**src/rtl/lcd_pkg.sv**
```systemverilog
// lcd_pkg: HD44780 command codes, sequencer states and the config-byte lookup shared by the LCD driver
package lcd_pkg;
  localparam logic [7:0] LCD_FUNC_SET = 8'h28;
  localparam logic [7:0] LCD_ENTRY    = 8'h06;
  localparam logic [7:0] LCD_DISP_ON  = 8'h0C;
  localparam logic [7:0] LCD_CLEAR    = 8'h01;
  localparam logic [7:0] LCD_LINE1    = 8'h80;
  localparam logic [7:0] LCD_LINE2    = 8'hC0;
  typedef enum logic [2:0] {PWR_WAIT, INIT, CFG, ADDR1, LINE1, ADDR2, LINE2} lcd_state_t;
  function automatic logic [7:0] cfg_byte(input logic [1:0] step);
    return step == 2'd0 ? LCD_FUNC_SET : step == 2'd1 ? LCD_ENTRY : step == 2'd2 ? LCD_DISP_ON : LCD_CLEAR;
  endfunction
endpackage

```
**src/rtl/lcd_nibble_writer.sv**
```systemverilog
// lcd_nibble_writer: one nibble strobe (setup, E high, hold, wait); in start/rs/nib/wait_cycles, out done (one cycle before the period ends) and registered pins lcd_e/lcd_rs/lcd_dat
module lcd_nibble_writer #(
  parameter int T_SU = 2,
  parameter int T_EH = 12
) (
  input  logic        clk,
  input  logic        rst_n,
  input  logic        start,
  input  logic        rs,
  input  logic [3:0]  nib,
  input  logic [31:0] wait_cycles,
  output logic        done,
  output logic        lcd_e,
  output logic        lcd_rs,
  output logic [3:0]  lcd_dat
);
  // at least one setup and one E-high cycle so E never rises with a data change
  localparam logic [31:0] SU = T_SU < 1 ? 32'd1 : 32'(T_SU);
  localparam logic [31:0] EH = T_EH < 1 ? 32'd1 : 32'(T_EH);
  logic busy, load, nbusy;
  logic [31:0] cnt, lim, ncnt, nlim;
  // a new nibble may be accepted in the final cycle of the current one, so periods chain with no gap
  always_comb begin
    load = start && (!busy || cnt == lim);
    nbusy = load || (busy && cnt != lim);
    ncnt = load ? '0 : cnt + 32'd1;
    nlim = load ? SU + EH + wait_cycles : lim;
  end
  always_ff @(posedge clk or negedge rst_n) begin
    if (!rst_n) begin
      busy <= 1'b0;
      cnt <= '0;
      lim <= '0;
      done <= 1'b0;
      lcd_e <= 1'b0;
      lcd_rs <= 1'b0;
      lcd_dat <= '0;
    end else begin
      busy <= nbusy;
      cnt <= nbusy ? ncnt : cnt;
      lim <= nlim;
      // done leads the last cycle by one so the sequencer's registered start lands on it
      done <= nbusy && ncnt + 32'd1 == nlim;
      lcd_e <= nbusy && ncnt >= SU && ncnt < SU + EH;
      if (load) begin
        lcd_rs <= rs;
        lcd_dat <= nib;
      end
    end
  end
endmodule

```
**src/rtl/lcd_string_driver.sv**
```systemverilog
// lcd_string_driver: HD44780 4-bit init + continuous two-line refresh of a 32-char snapshot; in CCLK/RSTN/strdata, out LCDE/LCDRS/LCDRW/LCDDAT/init_done/frame_done
module lcd_string_driver
  import lcd_pkg::*;
#(
  parameter int T_PWR   = 750000,
  parameter int T_4MS   = 205000,
  parameter int T_100US = 5000,
  parameter int T_40US  = 2000,
  parameter int T_CLR   = 82000,
  parameter int T_1US   = 50,
  parameter int T_SU    = 2,
  parameter int T_EH    = 12
) (
  input  logic         CCLK,
  input  logic         RSTN,
  input  logic [255:0] strdata,
  output logic         LCDE,
  output logic         LCDRS,
  output logic         LCDRW,
  output logic [3:0]   LCDDAT,
  output logic         init_done,
  output logic         frame_done
);
  localparam logic [31:0] W_PWR = 32'(T_PWR);
  localparam logic [31:0] W_4MS = 32'(T_4MS);
  localparam logic [31:0] W_100 = 32'(T_100US);
  localparam logic [31:0] W_40  = 32'(T_40US);
  localparam logic [31:0] W_CLR = 32'(T_CLR);
  localparam logic [31:0] W_1US = 32'(T_1US);
  lcd_state_t state;
  logic [31:0] pcnt, wr_wait, req_wait;
  logic [1:0] step;
  logic [4:0] idx;
  logic [255:0] snap;
  logic [7:0] cur;
  logic [3:0] wr_nib, req_nib;
  logic lo, kick, start, wr_rs, req_rs, done, go;
  assign LCDRW = 1'b0;
  // state/step/lo/idx point at the next nibble to hand to the writer
  always_comb begin
    cur = state == CFG ? cfg_byte(step) : state == ADDR1 ? LCD_LINE1 : state == ADDR2 ? LCD_LINE2 : snap[{~idx, 3'b111} -: 8];
    req_rs = state == LINE1 || state == LINE2;
    req_nib = state == INIT ? (step == 2'd3 ? 4'h2 : 4'h3) : lo ? cur[3:0] : cur[7:4];
    req_wait = state == INIT ? (step == 2'd0 ? W_4MS : step == 2'd1 ? W_100 : W_40)
             : !lo ? W_1US : (state == CFG && step == 2'd3) ? W_CLR : W_40;
    go = kick || done;
  end
  always_ff @(posedge CCLK or negedge RSTN) begin
    if (!RSTN) begin
      state <= PWR_WAIT;
      pcnt <= '0;
      step <= '0;
      idx <= '0;
      lo <= 1'b0;
      kick <= 1'b0;
      start <= 1'b0;
      wr_rs <= 1'b0;
      wr_nib <= '0;
      wr_wait <= '0;
      snap <= '0;
      init_done <= 1'b0;
      frame_done <= 1'b0;
    end else begin
      start <= go;
      kick <= 1'b0;
      // start with the ADDR1 high nibble marks the first cycle after the previous wait ended
      frame_done <= start && state == ADDR1 && lo && init_done;
      if (start && state == ADDR1 && lo) init_done <= 1'b1;
      if (state == PWR_WAIT) begin
        if (pcnt >= W_PWR) begin
          state <= INIT;
          kick <= 1'b1;
        end else pcnt <= pcnt + 32'd1;
      end else if (go) begin
        wr_rs <= req_rs;
        wr_nib <= req_nib;
        wr_wait <= req_wait;
        if (state == INIT) begin
          step <= step + 2'd1;
          if (step == 2'd3) state <= CFG;
        end else begin
          lo <= ~lo;
          if (lo) begin
            case (state)
              CFG: begin
                step <= step + 2'd1;
                if (step == 2'd3) begin
                  state <= ADDR1;
                  snap <= strdata;
                end
              end
              ADDR1: state <= LINE1;
              LINE1: begin
                idx <= idx + 5'd1;
                if (idx == 5'd15) state <= ADDR2;
              end
              ADDR2: state <= LINE2;
              LINE2: begin
                idx <= idx + 5'd1;
                if (idx == 5'd31) begin
                  state <= ADDR1;
                  snap <= strdata;
                end
              end
              default: ;
            endcase
          end
        end
      end
    end
  end
  lcd_nibble_writer #(.T_SU(T_SU), .T_EH(T_EH)) u_writer (
    .clk(CCLK),
    .rst_n(RSTN),
    .start(start),
    .rs(wr_rs),
    .nib(wr_nib),
    .wait_cycles(wr_wait),
    .done(done),
    .lcd_e(LCDE),
    .lcd_rs(LCDRS),
    .lcd_dat(LCDDAT)
  );
endmodule

```
**config.mk**
```make
export PLATFORM = sky130hd
export DESIGN_NAME = lcd_string_driver
export DESIGN_NICKNAME = d
export VERILOG_FILES = /design/src/rtl/lcd_pkg.sv /design/src/rtl/lcd_nibble_writer.sv /design/src/rtl/lcd_string_driver.sv
export SDC_FILE = /design/constraint.sdc
export NUM_CORES = 1
export LEC_CHECK = 0
export ABC_AREA = 1
export ABC_CLOCK_PERIOD_IN_PS = 5000
export CORE_ASPECT_RATIO = 1.5
export CORE_UTILIZATION = 62
export CTS_BUF_LIST = sky130_fd_sc_hd__clkbuf_4
export DETAILED_ROUTE_END_ITERATION = 8
export GPL_TIMING_DRIVEN = 0
export PLACE_DENSITY = 0.93
export REMOVE_ABC_BUFFERS = 1
export SLEW_MARGIN = 20
export SYNTH_ARGS = -nofsm -noshare
export SYNTH_HDL_FRONTEND = slang
export SYNTH_SLANG_ARGS = --single-unit
```
**constraint.sdc**
```tcl
create_clock -name CCLK -period 5 [get_ports CCLK]
set_input_delay 1 -clock CCLK [delete_from_list [all_inputs] [get_ports CCLK]]
set_output_delay 1 -clock CCLK [all_outputs]
set_load 0.03 [all_outputs]
```
==> results of run 1 <==
worst max-delay path, stage by stage (launching register included):
cell and delay (ns):
dfrtp_1 0.52, xnor2_1 0.19, nand2_1 0.07, nor2_1 0.05
nand2_1 0.07, nor2_1 0.05, nand2_2 0.08, nand2_4 0.22
nand2_8 0.50, clkinvlp_4 0.60, nor2_1 0.25, ha_1 0.22
inv_1 0.07, nor2_2 0.30, nand2_1 0.22, nor2_4 0.23
nand3_1 0.10, nand2_1 0.09, nand2_1 0.06, nor2_1 0.10
nand3_1 0.11, nor3_2 0.28
through the flow:
step | util | cell area (um2)
floorplan | - | 19800
global placement | 0.717 | 23000
detailed placement | 0.729 | 23300
CTS | 0.766 | 24500
global route | 0.766 | 24500
finish | 0.767 | 24600
final timing paths:
check	end	slack (ns)
min reg2reg	pcnt[22]	0.38
max in group asynchronous	idx[0]	3.30
min	u_writer.lim[28]	0.05
max	u_writer.done	0.40
min in group CCLK	pcnt[22]	0.38
max reg2reg	u_writer.done	0.40
per-layer routing:
layer  vias to the layer above  global-route usage  share of wire
li1                       8033                   -              -
met4                         4               0.428           0.13
met5                         -             0.00758        0.00028
met3                       762               0.141           0.11
met1                      9087               0.434           0.30
met2                      1694               0.727           0.46
power groups by stage:
stage          clock network (mW)  registers, mW  logic [mW]
2_1_floorplan                   0           3.36       0.120
3_3_place_gp                    0           3.38       0.396
3_5_place_dp                    0           3.38       0.434
4_1_cts                      2.71           3.33       0.452
5_1_grt                      2.88           3.35       0.491
6_report                     2.76           3.35       0.466
registers in the layout, summed over array words and instances, names as in the netlist, 2 cells and up:
name,count
idx,5
pcnt,32
snap,256
state,3
step,2
u_writer.cnt,32
u_writer.lcd_dat,4
u_writer.lim,32
wr_nib,4
wr_wait,11
area by class of cell:
cell class / instances / area [um2]
clock buffers: 131 / 983
clock inverters: 32 / 190
well taps: 410 / 513
flip-flops and latches: 391 / 9790
diodes: 9 / 22.5
fillers: 1875 / 7470
inverters: 208 / 790
multi-input cells: 1525 / 9280
repair buffers: 278 / 2990
logic make-up after synthesis:
logic type,share of synthesized area
DFF,0.481
adders and majority gates,0.00800
xor gates and xnor gates,0.0359
muxes,0.131
buffers and inverters,0.0638
AOI/OAI and AO/OA,0.0980
other,0.000184
and+or+nand+nor,0.182
synth_stat cells (19+ instances only):
| cell type | n | area (um2) |
|---|---|---|
| dfrtp_1 | 391 | 9780 |
| nand2_1 | 364 | 1370 |
| nor2_1 | 253 | 950 |
| mux2_2 | 237 | 2670 |
| inv_1 | 200 | 751 |
| o21ai_0 | 198 | 991 |
| nand3_1 | 116 | 581 |
| clkbuf_1 | 96 | 360 |
| a21oi_1 | 52 | 260 |
| xor2_1 | 44 | 385 |
| o22ai_1 | 35 | 219 |
| xnor2_1 | 32 | 280 |
| o221ai_1 | 31 | 272 |
| nand4_1 | 30 | 188 |
| nor3_1 | 19 | 95.1 |
==> flow_metrics.env, run 1 <==
export IMPL_nets=2767
export IMPL_clk_insertion_delay_late_ns=0.88
export IMPL_worstMarginPinSlew_ns=1.17
export IMPL_end_kind="flip-flop"
export IMPL_power_internal_mw=4.85
export IMPL_initial_core_util=0.635
export IMPL_dpl_cell_count=2812
export IMPL_dieArea_um2=33500
export IMPL_rr_startpoint="u_writer.cnt[4]"
export IMPL_clkSlewWorstSetupHoldPaths_ns=0.09
export IMPL_fin_ws_ns=0.403
export IMPL_maxCapViolations=0
export IMPL_hold_class="input pin to async pin"
export IMPL_fin_skew_ns=0.0989
export IMPL_cp_data_arrival_time_ns=5.29
export IMPL_min_period_ns=4.60
export IMPL_grt_ovfl_total=0
export IMPL_post_cts_resized=0
export IMPL_syn_area_per_cell_um2=9.04
export IMPL_area_growth_pct=20.8
export IMPL_final_cell_mix="dfrtp_1, nand2_1, clkdlybuf4s50_1"
export IMPL_report_final_slew_viol_count=0
export IMPL_max_clock_freq_mhz=218
export IMPL_required_ns=5.69
export IMPL_rows=80
export IMPL_power_share_switching=0.261
export IMPL_yosysSeqAreaShare=0.481
export IMPL_die_h_um=224
export IMPL_numClockSinks=391
export IMPL_synth_flop_cell="dfrtp_1"
export IMPL_core_um2=32000
export IMPL_async_flop_share=1.00
export IMPL_grt_max_degree=107
export IMPL_total_power_mw=6.57
export IMPL_worstPathMaxFanout=98
export IMPL_holdWs_ns=0.0516
export IMPL_drive_gt1_frac=0.180
export IMPL_netlist_area_um2=20300
export IMPL_htree_levels=3
export IMPL_clk_path_buf_depth=3
export IMPL_cts_tree="built"
export IMPL_ff2ff_path_depth=21
export IMPL_grt_pass1_wl_um=111000
export IMPL_dp_hpwl_um=45500
export IMPL_synth_distinct_cells=50
export IMPL_synthCells=2248
export IMPL_final_common_cell="dfrtp_1"
export IMPL_postCtsSetupRepairBufs=0
export IMPL_cts_buffers=92
export IMPL_drc=0
export IMPL_seqPwrFrac=0.509
export IMPL_power_leakage_nw=11.3
export IMPL_finalHoldViolations=0
export IMPL_first_iter_violations=2263
export IMPL_setup_tns_ns=0
export IMPL_dp_slack_ns=0.246
export IMPL_p_clk_frac=0.420
export IMPL_setup_viol=0
export IMPL_worst_setup_path_start_kind="flip-flop"
export IMPL_io_buffer_count=265
export IMPL_grtUsageTotal=0.444
export IMPL_setup_worst_path_start="u_writer.cnt[4]"
export IMPL_place_congestion=0.985
export IMPL_viasPerCell=6.56
export IMPL_relSlewSlack=0.214
export IMPL_antenna_found_initial=5
export IMPL_cts_hold_buf=0
export IMPL_grt_pass1_vias=20073
export IMPL_io_pins=267
export IMPL_dieWidth_um=150
export IMPL_first_pass_iters=6
export IMPL_finalCritPeriodShare=0.919
export IMPL_yosys_warnings=0
export IMPL_antenna_left=0
export IMPL_routed_wl_um=75400
export IMPL_combPwrFrac=0.071
export IMPL_detail_route_wl_per_cell_um=25.3
export IMPL_ys_ff_latch=391
export IMPL_power_net_switching_mw=1.72
export IMPL_stdcell_count=2984
export IMPL_rsz0062_at_grt="false"
export IMPL_via_count=19580
export IMPL_status="finished, final reports clean"
export IMPL_critPathKind="flip-flop to flip-flop"
export IMPL_cts_root_buf="clkbuf_4"
export IMPL_ir_worst_vdd_v=0.000296
export IMPL_synth_edff_count=0
export IMPL_p_per_area_nw_per_um2=268
(Power assumes the default switching activity.)
==> inputs of run 2 (changes only) <==
==> constraint.sdc (replaced) <==
create_clock -name CCLK -period 5 [get_ports CCLK]
set_input_delay 0.75 -clock CCLK [delete_from_list [all_inputs] [get_ports CCLK]]
set_output_delay 0.75 -clock CCLK [all_outputs]
set_load 0.03 [all_outputs]
==> run 2 against run 1 <==
Worst hold slack gained 0.32 ns; clock skew grew 0.0068 ns; flip-flop and latch count is the same; final cell count grew 0.13%; clock-buffer cell count is the same; register-to-register slack lost 0.03 ns; maximum frequency shrank 0.58%; critical path depth is the same; cell area is essentially flat; critical path type unchanged.
==> flow_metrics.env, run 2 (synthesized netlist as in run 1, its figures left out) <==
export IMPL_core_um2=32000
export IMPL_crit_family="simple AND/OR/NAND/NOR gates"
export IMPL_finalHoldViolations=0
export IMPL_status="finished, final reports clean"
export IMPL_utilization=0.767
export IMPL_hold_class="flip-flop to flip-flop"
export IMPL_cts_root_buf="clkbuf_4"
export IMPL_global_route_usage_met2=0.727
export IMPL_slowest_stage="clkinvlp_4"
export IMPL_cts_tree="built"
export IMPL_cts_buffers=92
export IMPL_nets=2768
export IMPL_setup_tns_ns=0
export IMPL_clk_insertion_delay_late_ns=0.89
export IMPL_holdWs_ns=0.376
export IMPL_multi_input_area_um2=9280
export IMPL_fillers=1871
export IMPL_largest_register_ffs=256
export IMPL_detail_route_wl_per_cell_um=25.3
export IMPL_drive_gt1_frac=0.180
export IMPL_worst_setup_path_start_kind="flip-flop"
export IMPL_report_final_slew_viol_count=0
export IMPL_grtUsageTotal=0.444
export IMPL_clk_path_buf_depth=3
export IMPL_antenna_left=0
export IMPL_dieArea_um2=33500
export IMPL_place_congestion=0.985
export IMPL_power_leakage_nw=11.3
export IMPL_path_common_cell="nand2_1"
export IMPL_seq_area_um2=9790
export IMPL_htree_levels=3
export IMPL_routed_wl_um=75500
export IMPL_first_pass_iters=6
export IMPL_grtUsageMet1=0.434
export IMPL_relSlewSlack=0.213
export IMPL_busiest_layer="met2"
export IMPL_dp_hpwl_um=45500
export IMPL_io_buffer_count=265
export IMPL_critPathKind="flip-flop to flip-flop"
export IMPL_die_h_um=224
export IMPL_end_kind="flip-flop"
export IMPL_io_pins=267
export IMPL_grt_pass1_wl_um=111000
export IMPL_max_clock_freq_mhz=216
export IMPL_path_cells="xnor2_1, nand2_1, nor2_1, nand2_1, nor2_1, nand2_2, nand2_4, nand2_8, clkinvlp_4, nor2_1, ha_1, inv_1, nor2_2, nand2_1, nor2_4, nand3_1, nand2_1, nand2_1, nor2_1, nand3_1, nor3_2"
export IMPL_cp_data_arrival_time_ns=5.31
export IMPL_final_area_um2=24600
export IMPL_grt_max_degree=107
export IMPL_p_per_area_nw_per_um2=267
export IMPL_required_ns=5.69
export IMPL_ir_worst_vdd_v=0.000296
export IMPL_viasPerCell=6.53
export IMPL_numClockSinks=391
export IMPL_final_common_cell="dfrtp_1"
export IMPL_rsz0062_at_grt="false"
export IMPL_dieWidth_um=150
export IMPL_path_buf_inv=2
export IMPL_fin_skew_ns=0.106
export IMPL_regMostFlops="snap"
export IMPL_initial_core_util=0.635
export IMPL_worstMarginPinSlew_ns=1.17
export IMPL_final_cell_mix="dfrtp_1, nand2_1, clkdlybuf4s50_1"
export IMPL_clkSlewWorstSetupHoldPaths_ns=0.09
export IMPL_postCtsSetupRepairBufs=0
export IMPL_area_growth_pct=20.9
export IMPL_grtUsageMet3=0.141
export IMPL_rows=80
export IMPL_antenna_found_initial=5
export IMPL_setup_viol=0
export IMPL_min_period_ns=4.62
export IMPL_grt_pass1_vias=20073
export IMPL_via_count=19504
export IMPL_place_area_um2=23300
export IMPL_finalCritPeriodShare=0.925
export IMPL_first_iter_violations=2310
export IMPL_grt_ovfl_total=0
export IMPL_drc=0
export IMPL_slowest_delay_ns=0.60
export IMPL_worstPathMaxFanout=98
export IMPL_maxCapViolations=0
## run 2: report_power, final
group | switching [mW] | internal (mW)
clock network | 1.44 | 1.31
registers | 0.0806 | 3.27
logic | 0.191 | 0.274
## run 2: cell type report
cell class	count	area share
flip-flops and latches	391	0.399
multi-input cells	1525	0.378
repair buffers	279	0.122
clock buffers	131	0.0400
inverters	208	0.0321
well taps	410	0.0209
clock inverters	32	0.00774
diodes	12	0.00122
## run 2: path summary, 6_finish.rpt
path	startpoint	endpoint	slack, ns	depth (start not counted)
max	u_writer.cnt[4]	u_writer.done	0.38	21
min	pcnt[22]	pcnt[22]	0.38	0
max reg2reg	u_writer.cnt[4]	u_writer.done	0.38	21
min reg2reg	pcnt[22]	pcnt[22]	0.38	0
max in group asynchronous	RSTN	idx[0]	2.97	5
min in group asynchronous	RSTN	u_writer.lim[28]	0.40	2
## run 2: through the flow
step                      instances  setup slack [ns]  total power [mW]
after floorplan                2124             -6.40              3.48
after global placement         2799            -13.29              3.77
after detailed placement       2812             0.246              3.82
after CTS                      2976             0.153              6.49
after global routing           2981            0.0489              6.72
final                          2988             0.376              6.57
## run 2: repair_timing
item / 4_1_cts / 5_1_grt
setup endpoints to repair: 0 / 1
endpoints found under the hold margin: 49 / 0
gates resized for setup: 0 / 2
hold buffers: 1 / 0
## run 2: routing by layer
layer / vias to the layer above / part of all wire
met5: - / 0.00029
met4: 4 / 0.13
met3: 729 / 0.11
met2: 1623 / 0.46
met1: 9103 / 0.30
li1: 8045 / -
